--- src/rtl/flag_update_unit.sv ---
// NZCV flag owner for the dual-issue execute stage: gated partial writes, lane forwarding, one branch checkpoint.
// Optional flag-write statistics counter enabled by defining FLAG_STATS_EN.

module flag_update_lane (
  input  logic [3:0] i_FlagsIn,
  input  logic       i_Wr,
  input  logic [1:0] i_En,
  input  logic [3:0] i_ALU,
  output logic [3:0] o_FlagsOut
);
  logic [1:0] w_en;

  assign w_en = i_Wr ? i_En : 2'b00;

  // [1] covers N,Z and [0] covers C,V
  assign o_FlagsOut = {w_en[1] ? i_ALU[3:2] : i_FlagsIn[3:2],
                       w_en[0] ? i_ALU[1:0] : i_FlagsIn[1:0]};
endmodule

module flag_update_unit #(
  parameter logic [3:0] RESET_FLAGS = 4'b0000,
  parameter int         CNT_W       = 16
) (
  input  logic             i_clk,
  input  logic             i_rst,
  input  logic             i_StallE,
  input  logic             i_FlushE,
  input  logic             i_Valid0E,
  input  logic             i_CondEx0E,
  input  logic [1:0]       i_FlagWrite0E,
  input  logic [3:0]       i_ALUFlags0E,
  input  logic             i_Valid1E,
  input  logic             i_CondEx1E,
  input  logic [1:0]       i_FlagWrite1E,
  input  logic [3:0]       i_ALUFlags1E,
  input  logic             i_Checkpoint,
  input  logic             i_Restore,
  output logic [3:0]       o_Flags0E,
  output logic [3:0]       o_Flags1E,
  output logic [3:0]       o_FlagsReg,
  output logic             o_CkptValid,
  output logic             o_RestoreErr
`ifdef FLAG_STATS_EN
  ,
  output logic [CNT_W-1:0] o_FlagWrCnt
`endif
);
  localparam int NUM_LANES = 2;

  logic [3:0]                 r_flags;
  logic [3:0]                 r_ckpt;
  logic                       r_ckpt_vld;
  logic                       r_restore_err;

  logic [NUM_LANES-1:0]       w_wr;
  logic [NUM_LANES-1:0][1:0]  w_en;
  logic [NUM_LANES-1:0][3:0]  w_alu;
  logic [NUM_LANES:0][3:0]    w_chain;

  // Lane 0 is older: it sits first in the chain so lane 1 overrides overlapping fields.
  assign w_wr[0]  = i_Valid0E & i_CondEx0E & ~i_FlushE & ~i_StallE;
  assign w_wr[1]  = i_Valid1E & i_CondEx1E & ~i_FlushE & ~i_StallE;
  assign w_en     = {i_FlagWrite1E, i_FlagWrite0E};
  assign w_alu    = {i_ALUFlags1E, i_ALUFlags0E};
  assign w_chain[0] = r_flags;

  for (genvar g = 0; g < NUM_LANES; g++) begin : g_lane
    flag_update_lane u_lane (
      .i_FlagsIn  (w_chain[g]),
      .i_Wr       (w_wr[g]),
      .i_En       (w_en[g]),
      .i_ALU      (w_alu[g]),
      .o_FlagsOut (w_chain[g+1])
    );
  end

  // Lane 1 sees lane 0's update only; i_CondEx1E never reaches an output combinationally.
  assign o_Flags0E    = r_flags;
  assign o_Flags1E    = w_chain[1];
  assign o_FlagsReg   = r_flags;
  assign o_CkptValid  = r_ckpt_vld;
  assign o_RestoreErr = r_restore_err;

  always_ff @(posedge i_clk) begin
    if (i_rst) begin
      r_flags       <= RESET_FLAGS;
      r_ckpt        <= RESET_FLAGS;
      r_ckpt_vld    <= 1'b0;
      r_restore_err <= 1'b0;
    end else if (i_Restore) begin
      if (r_ckpt_vld) begin
        r_flags    <= r_ckpt;
        r_ckpt_vld <= 1'b0;
      end else begin
        r_restore_err <= 1'b1;
      end
    end else if (!i_StallE) begin
      r_flags <= w_chain[NUM_LANES];
      if (i_Checkpoint) begin
        r_ckpt     <= w_chain[NUM_LANES];
        r_ckpt_vld <= 1'b1;
      end
    end
  end

`ifdef FLAG_STATS_EN
  logic [CNT_W-1:0] r_wr_cnt;
  logic [CNT_W:0]   w_cnt_sum;
  logic [1:0]       w_inc;

  assign w_inc     = {1'b0, |i_FlagWrite0E & w_wr[0]} + {1'b0, |i_FlagWrite1E & w_wr[1]};
  assign w_cnt_sum = {1'b0, r_wr_cnt} + {{(CNT_W-1){1'b0}}, w_inc};

  always_ff @(posedge i_clk) begin
    if (i_rst) begin
      r_wr_cnt <= '0;
    end else if (!i_Restore && !i_StallE) begin
      r_wr_cnt <= w_cnt_sum[CNT_W] ? {CNT_W{1'b1}} : w_cnt_sum[CNT_W-1:0];
    end
  end

  assign o_FlagWrCnt = r_wr_cnt;
`endif
endmodule

--- config.mk ---
export PLATFORM = sky130hd
export DESIGN_NAME = flag_update_unit
export DESIGN_NICKNAME = d
export VERILOG_FILES = /design/src/rtl/flag_update_unit.sv
export SDC_FILE = /design/constraint.sdc
export NUM_CORES = 1
export LEC_CHECK = 0
export CELL_PAD_IN_SITES_DETAIL_PLACEMENT = 2
export CELL_PAD_IN_SITES_GLOBAL_PLACEMENT = 2
export CORE_ASPECT_RATIO = 0.5
export CORE_MARGIN = 2
export CORE_UTILIZATION = 23
export CTS_BUF_LIST = sky130_fd_sc_hd__clkbuf_2 sky130_fd_sc_hd__clkbuf_4 sky130_fd_sc_hd__clkbuf_8
export CTS_CLUSTER_SIZE = 40
export DETAILED_ROUTE_END_ITERATION = 10
export PLACE_DENSITY_LB_ADDON = 0.1
export SYNTH_ARGS = -nofsm -noshare
export SYNTH_HDL_FRONTEND = slang
export SYNTH_SLANG_ARGS = --single-unit
--- constraint.sdc ---
create_clock -name i_clk -period 1.75 [get_ports i_clk]
set_input_delay 0.175 -clock i_clk [delete_from_list [all_inputs] [get_ports i_clk]]
set_output_delay 0.175 -clock i_clk [all_outputs]
set_load 0.1 [all_outputs]
==> results of run 1 <==
==> flip-flops by register name, summed over array words and instances, names as in the netlist <==
| signal | flops |
|---|---|
| o_Flags0E | 4 |
| o_RestoreErr | 1 |
| r_ckpt | 4 |
| o_CkptValid | 1 |
==> cells in the final DEF, fill, tap and decap left out <==
master and count:
a21oi_1 2, nand2b_1 5, a311oi_2 1, nor2_1 14
buf_12 4, clkbuf_8 4, a21boi_1 2, nor3_1 1
a311oi_1 3, dfxtp_1 5, inv_2 1, o221ai_1 3
a32o_1 2, nand2_1 6, o221ai_2 1, and4bb_4 1
nor2b_1 1, a32o_2 2, a21boi_2 2, and4bb_2 2
inv_1 1, dlymetal6s2s_1 1, o32ai_1 3, and3_1 1
clkdlybuf4s50_1 20, dfxtp_2 5, a31o_2 4, buf_4 21
o32ai_2 1
==> power breakdown <==
part	internal (uW)	leakage, uW	switching [uW]
logic	143	0.000362	261
clock network	198	0.0000288	93.4
registers	242	0.0000837	10.3
==> repair_timing <==
item / 4_1_cts / 5_1_grt
pin swaps: 1 / 1
gates resized for setup: 0 / 1
hold buffers: 0 / 0
setup endpoints to repair: 4 / 1
gates cloned: 1 / 0
setup buffers: 1 / 0
hold endpoints to repair: 0 / 0
==> area by class of cell <==
type / instances / area, um^2 / share of cell area
Inverter: 2 / 7.51 / 0.00636
Timing Repair Buffer: 46 / 450 / 0.381
Tap cell: 37 / 46.3 / 0.0392
Clock buffer: 4 / 55.1 / 0.0466
Multi-Input combinational cell: 57 / 415 / 0.352
Sequential cell: 10 / 206 / 0.175
==> worst reg2reg max path, cell delays in order, from the launching register on <==
cell and delay [ps]:
dfxtp_2 340, nor2b_1 70, a21oi_1 240, buf_4 190, nor2_1 60, a311oi_2 240
==> metrics by stage <==
step / util / cell area (um^2) / worst slack [ps] / total power [uW]
finish: 0.445 / 1180 / 60.6 / 948
global route: 0.445 / 1180 / 14.1 / 986
CTS: 0.445 / 1180 / 20.7 / 955
detailed placement: 0.416 / 1100 / -74.7 / 656
global placement: 0.416 / 1100 / 16.7 / 645
floorplan: - / 662 / 102 / 504
==> metal layers <==
layer,global-route usage,vias up,wire (um)
li1,-,375,-
met1,0.214,411,1230
met2,0.313,26,1370
met3,0.0543,4,163
met4,0.0310,0,30
met5,0,-,0
==> path summary, 6_finish.rpt <==
path	endpoint	slack, ps	start	depth (start not counted)
setup / recovery	o_Flags1E[0]	60	i_FlushE	5
hold reg to reg	o_Flags0E[1]	480	r_ckpt[1]	2
setup reg to reg	o_Flags0E[0]	510	o_CkptValid	5
hold / removal	o_Flags0E[1]	480	r_ckpt[1]	2
==> logic make-up (layout without fill, tap and decap cells) <==
logic type,Yosys count,count (layout),share of synthesized area
and+or+nand+nor,30,31,0.233
AOI/OAI and AO/OA,26,26,0.382
DFF,10,10,0.305
buffers and inverters,8,52,0.0801
==> impl_metrics.ini, run 1 <==
[die]
dieArea_mm2 = 0.00332
coreArea_mm2 = 0.00265
rows = 13
pin_count = 36
die_height_um = 41.8
die_w_um = 79.5
start_util = 0.247

[synthesis]
syn_inst = 74
syn_area_per_cell_um2 = 8.86
synthArstFlopShare = 0
synth_edf_count = 0
synth.top_cell.area_share = 0.305
synth_area_um2 = 656
yosys.cell_count.top_type = nor2_1
ys_types = 26
yosys.area.top_type = dfxtp_1
netlist_top_cells_count = nor2_1 (14), dfxtp_1 (10), nand2_1 (6)
syn-num-nets = 96
yosys_warnings = 0
synth_area_leaders = dfxtp_1 (31%), nor2_1 (8.0%), a31o_1 (5.3%), nand2b_1 (4.8%), buf_4 (4.6%)
synth-seq-area-share = 0.305
ys_ff_latch = 10
synth_ff_type = dfxtp_1

[detailed_routing]
drt_iter0_drc = 28
firstDrtPassIters = 4
vias = 816
drc = 0
wl_um = 2800
via_per_inst = 5.23
detail-route-antenna-nets = 0
wl_per_cell_um = 17.9

[cts]
root_buffer = clkbuf_8
htreeDepth = 1
clk_latency_ps = 240
numCtsBuffers = 3
cts.clk_slew.worst_paths_ps = 50
cts_tree = yes
clockBufferDepth = 2
clkSinkCount = 10

[timing]
period_minus_slack_ps = 1690
skew_ps = 6.20
tightestPinTransition_ps = 267
setup_viol = 0
fin_crit_sh = 0.965
hold_violations = 0
drv_slew = 0
max_freq_ghz = 0.592
maxSlewHeadroom = 0.821
setup-tns-final_ps = 0
rsz0062_at_grt = false
holdWs_ps = 481

[critical_path]
cp_num_buf_inv = 2
crit_slowest_cell = clkdlybuf4s50_1
cp.arrival_ps = 1510
slowest_delay_ps = 430
crit_path_max_fanout = 5
cp_data_required_time_ps = 1570
cp-start-kind = primary input
critPathTopFamily = buffers and inverters
worstSetupEndpointType = primary output
worstSetupPathType = primary input to primary output
path_cells = clkdlybuf4s50_1 -> and4bb_4 -> a21boi_1 -> a31o_2 -> buf_12

[global_routing]
grt_pass1_wl_um = 4500
grt_pass1_vias = 920
grt_antenna_before_repair = 0
grt_overflow_total = 0
grtUsageTotal = 0.177
grt_max_degree = 11

[final_layout]
fillers = 296
layout-drive-gt1-share = 0.412
syn2layout_area_growth_pct = 80.2
nNetsFinal = 142
stdcell_count = 156
antenna-diode-count = 0

[place]
place_inst = 150
io_buffers = 35
dp_hpwl_um = 2160
gp_congestion = 0.741

[pwr]
leakage_uw = 0.000474
irDropWorstVdd_uv = 402
power_density_mw_per_mm2 = 802

[run]
maxCapViolCount = 0

[min_path]
worstHoldPathType = flip-flop to flip-flop

[run_status]
status = finished clean
No activity file was read; power rests on OpenSTA's default activity.
==> run 2, diff against run 1 <==
--- a/config.mk
+++ b/config.mk
@@ -14,6 +14,7 @@
 export CTS_CLUSTER_SIZE = 40
 export DETAILED_ROUTE_END_ITERATION = 10
 export PLACE_DENSITY_LB_ADDON = 0.1
+export REMOVE_ABC_BUFFERS = 1
 export SYNTH_ARGS = -nofsm -noshare
 export SYNTH_HDL_FRONTEND = slang
 export SYNTH_SLANG_ARGS = --single-unit
==> impl_metrics.ini, run 2 (synthesis gave the netlist of run 1 again) <==
[cts]
root_buffer = clkbuf_8
clockBufferDepth = 2
cts.clk_slew.worst_paths_ps = 50
clkSinkCount = 10
htreeDepth = 1
clk_latency_ps = 230
cts-hold-fix-buffers = 0
numCtsBuffers = 3
cts_tree = yes

[place]
io_buffers = 35
gp_congestion = 0.775
post_dp_cell_area_mm2 = 0.00109
place_inst = 149
dp_hpwl_um = 2270

[timing]
max_freq_ghz = 0.587
rsz0062_at_grt = false
maxSlewHeadroom = 0.818
drv_slew = 0
tightestPinTransition_ps = 273
setup-tns-final_ps = 0
hold_violations = 0
setup_viol = 0
period_minus_slack_ps = 1700
skew_ps = 3.09
fin_crit_sh = 0.973

[die]
coreArea_mm2 = 0.00265
pin_count = 36
rows = 13
die_w_um = 79.5
dieArea_mm2 = 0.00332
start_util = 0.247
die_height_um = 41.8

[critical_path]
crit_slowest_cell = clkdlybuf4s50_1
path_cells = clkdlybuf4s50_1 -> and4bb_4 -> a21boi_1 -> a31o_1 -> buf_12
worstSetupEndpointType = primary output
slowest_delay_ps = 450
cp_data_required_time_ps = 1570
rr_startpoint = o_Flags0E[1]
cp-start-kind = primary input
crit_path_max_fanout = 5
rr_endpoint = o_Flags0E[1]
rr_worst_depth = 4
cp-startpoint = i_FlushE
worstSetupPathType = primary input to primary output
endpoint = o_Flags1E[0]
cp.arrival_ps = 1530
reg2reg_slack_ps = 510

[final_layout]
nNetsFinal = 142
postLayoutCoreUtil = 0.446
multi_input_area_um2 = 423
design_area_mm2 = 0.00118
layout-drive-gt1-share = 0.345
mostFrequentLayoutCells = buf_4 (21), clkdlybuf4s50_1 (20), nor2_1 (14)
stdcell_count = 156
seqCellArea_um2 = 200
fillers = 293
antenna-diode-count = 0
layout_commonest_cell = buf_4
syn2layout_area_growth_pct = 80.3

[detailed_routing]
firstDrtPassIters = 4
wl_um = 2900
wl_per_cell_um = 18.6
via_per_inst = 5.01
detail-route-antenna-nets = 0
drt_iter0_drc = 9
drc = 0
vias = 782

[min_path]
min_from = o_RestoreErr
worstHoldPathType = flip-flop to flip-flop

[global_routing]
grt_pass1_vias = 912
grt_pass1_wl_um = 4750
grt_antenna_before_repair = 0
grt_max_degree = 11
grt_overflow_total = 0
grtUsageTotal = 0.187

[run_status]
status = finished clean

[run]
maxCapViolCount = 0

[pwr]
swShare = 0.384
power_density_mw_per_mm2 = 795
leakage_uw = 0.000470
combPwrFrac = 0.429
p_total_uw = 940
pwr-share-seq = 0.266
irDropWorstVdd_uv = 301
power.internal_uw = 579
p_sw_uw = 361
clkPwrFrac = 0.305
[run 2: cell types whose count changed in the layout (fill, tap and decap cells not counted)]
cell / before / now
dfxtp_2: 5 / 0
a21boi_2: 2 / 3
a31o_2: 4 / 0
a31o_1: 0 / 4
and4bb_4: 1 / 2
and4bb_2: 2 / 1
dfxtp_1: 5 / 10
a21boi_1: 2 / 1
[run 2: worst max-delay path: cells and delay by family]
kind / cells / cell delay [ps]
buffers and inverters: 2 / 620
AND/OR/NAND/NOR: 1 / 390
AO/OA/AOI/OAI: 2 / 330
[run 2: final cells by class]
| class | instances | area share |
|---|---|---|
| tap | 37 | 0.0392 |
| clock buffer | 4 | 0.0466 |
| sequential | 10 | 0.169 |
| multi-input combinational | 57 | 0.358 |
| timing repair buffer | 46 | 0.381 |
| inverter | 2 | 0.00635 |
[run 2: routing by layer]
layer / GRT usage / share of wire
met1: 0.226 / 0.46
met2: 0.346 / 0.50
met3: 0.0500 / 0.044
met4: 0.0103 / 0
met5: 0 / 0
[run 2: worst min-delay path by stage]
stage                        end  slack [ps]  cells past startpoint
global placement    o_RestoreErr         450                      2
floorplan           o_Flags0E[0]         240                      1
detailed placement  o_RestoreErr         470                      2
global route           r_ckpt[3]         530                      2
CTS                 o_RestoreErr         490                      2
finish              o_RestoreErr         470                      2
[run 2: per-stage QoR]
| stage | hold slack, ps | setup slack [ps] |
|---|---|---|
| 3_3_place_gp | 455 | 5.81 |
| 6_report | 473 | 46.7 |
| 3_5_place_dp | 468 | -147 |
| 2_1_floorplan | 243 | -1150 |
| 4_1_cts | 485 | 22.9 |
| 5_1_grt | 528 | 4.71 |
[run 2: repair_timing]
item | in CTS | in global routing
cloned | 1 | 0
setup buffers | 2 | 0
endpoints found under the setup margin | 4 | 4
pin swaps | 1 | 2
resized for setup | 0 | 3
[run 2: power groups by stage]
stage | combinational [uW] | sequential [uW] | clock [uW]
after floorplan | 115 | 372 | 0
after detailed placement | 396 | 255 | 0
final | 403 | 250 | 286
after global placement | 388 | 253 | 0
after global routing | 420 | 252 | 312
after CTS | 403 | 250 | 295
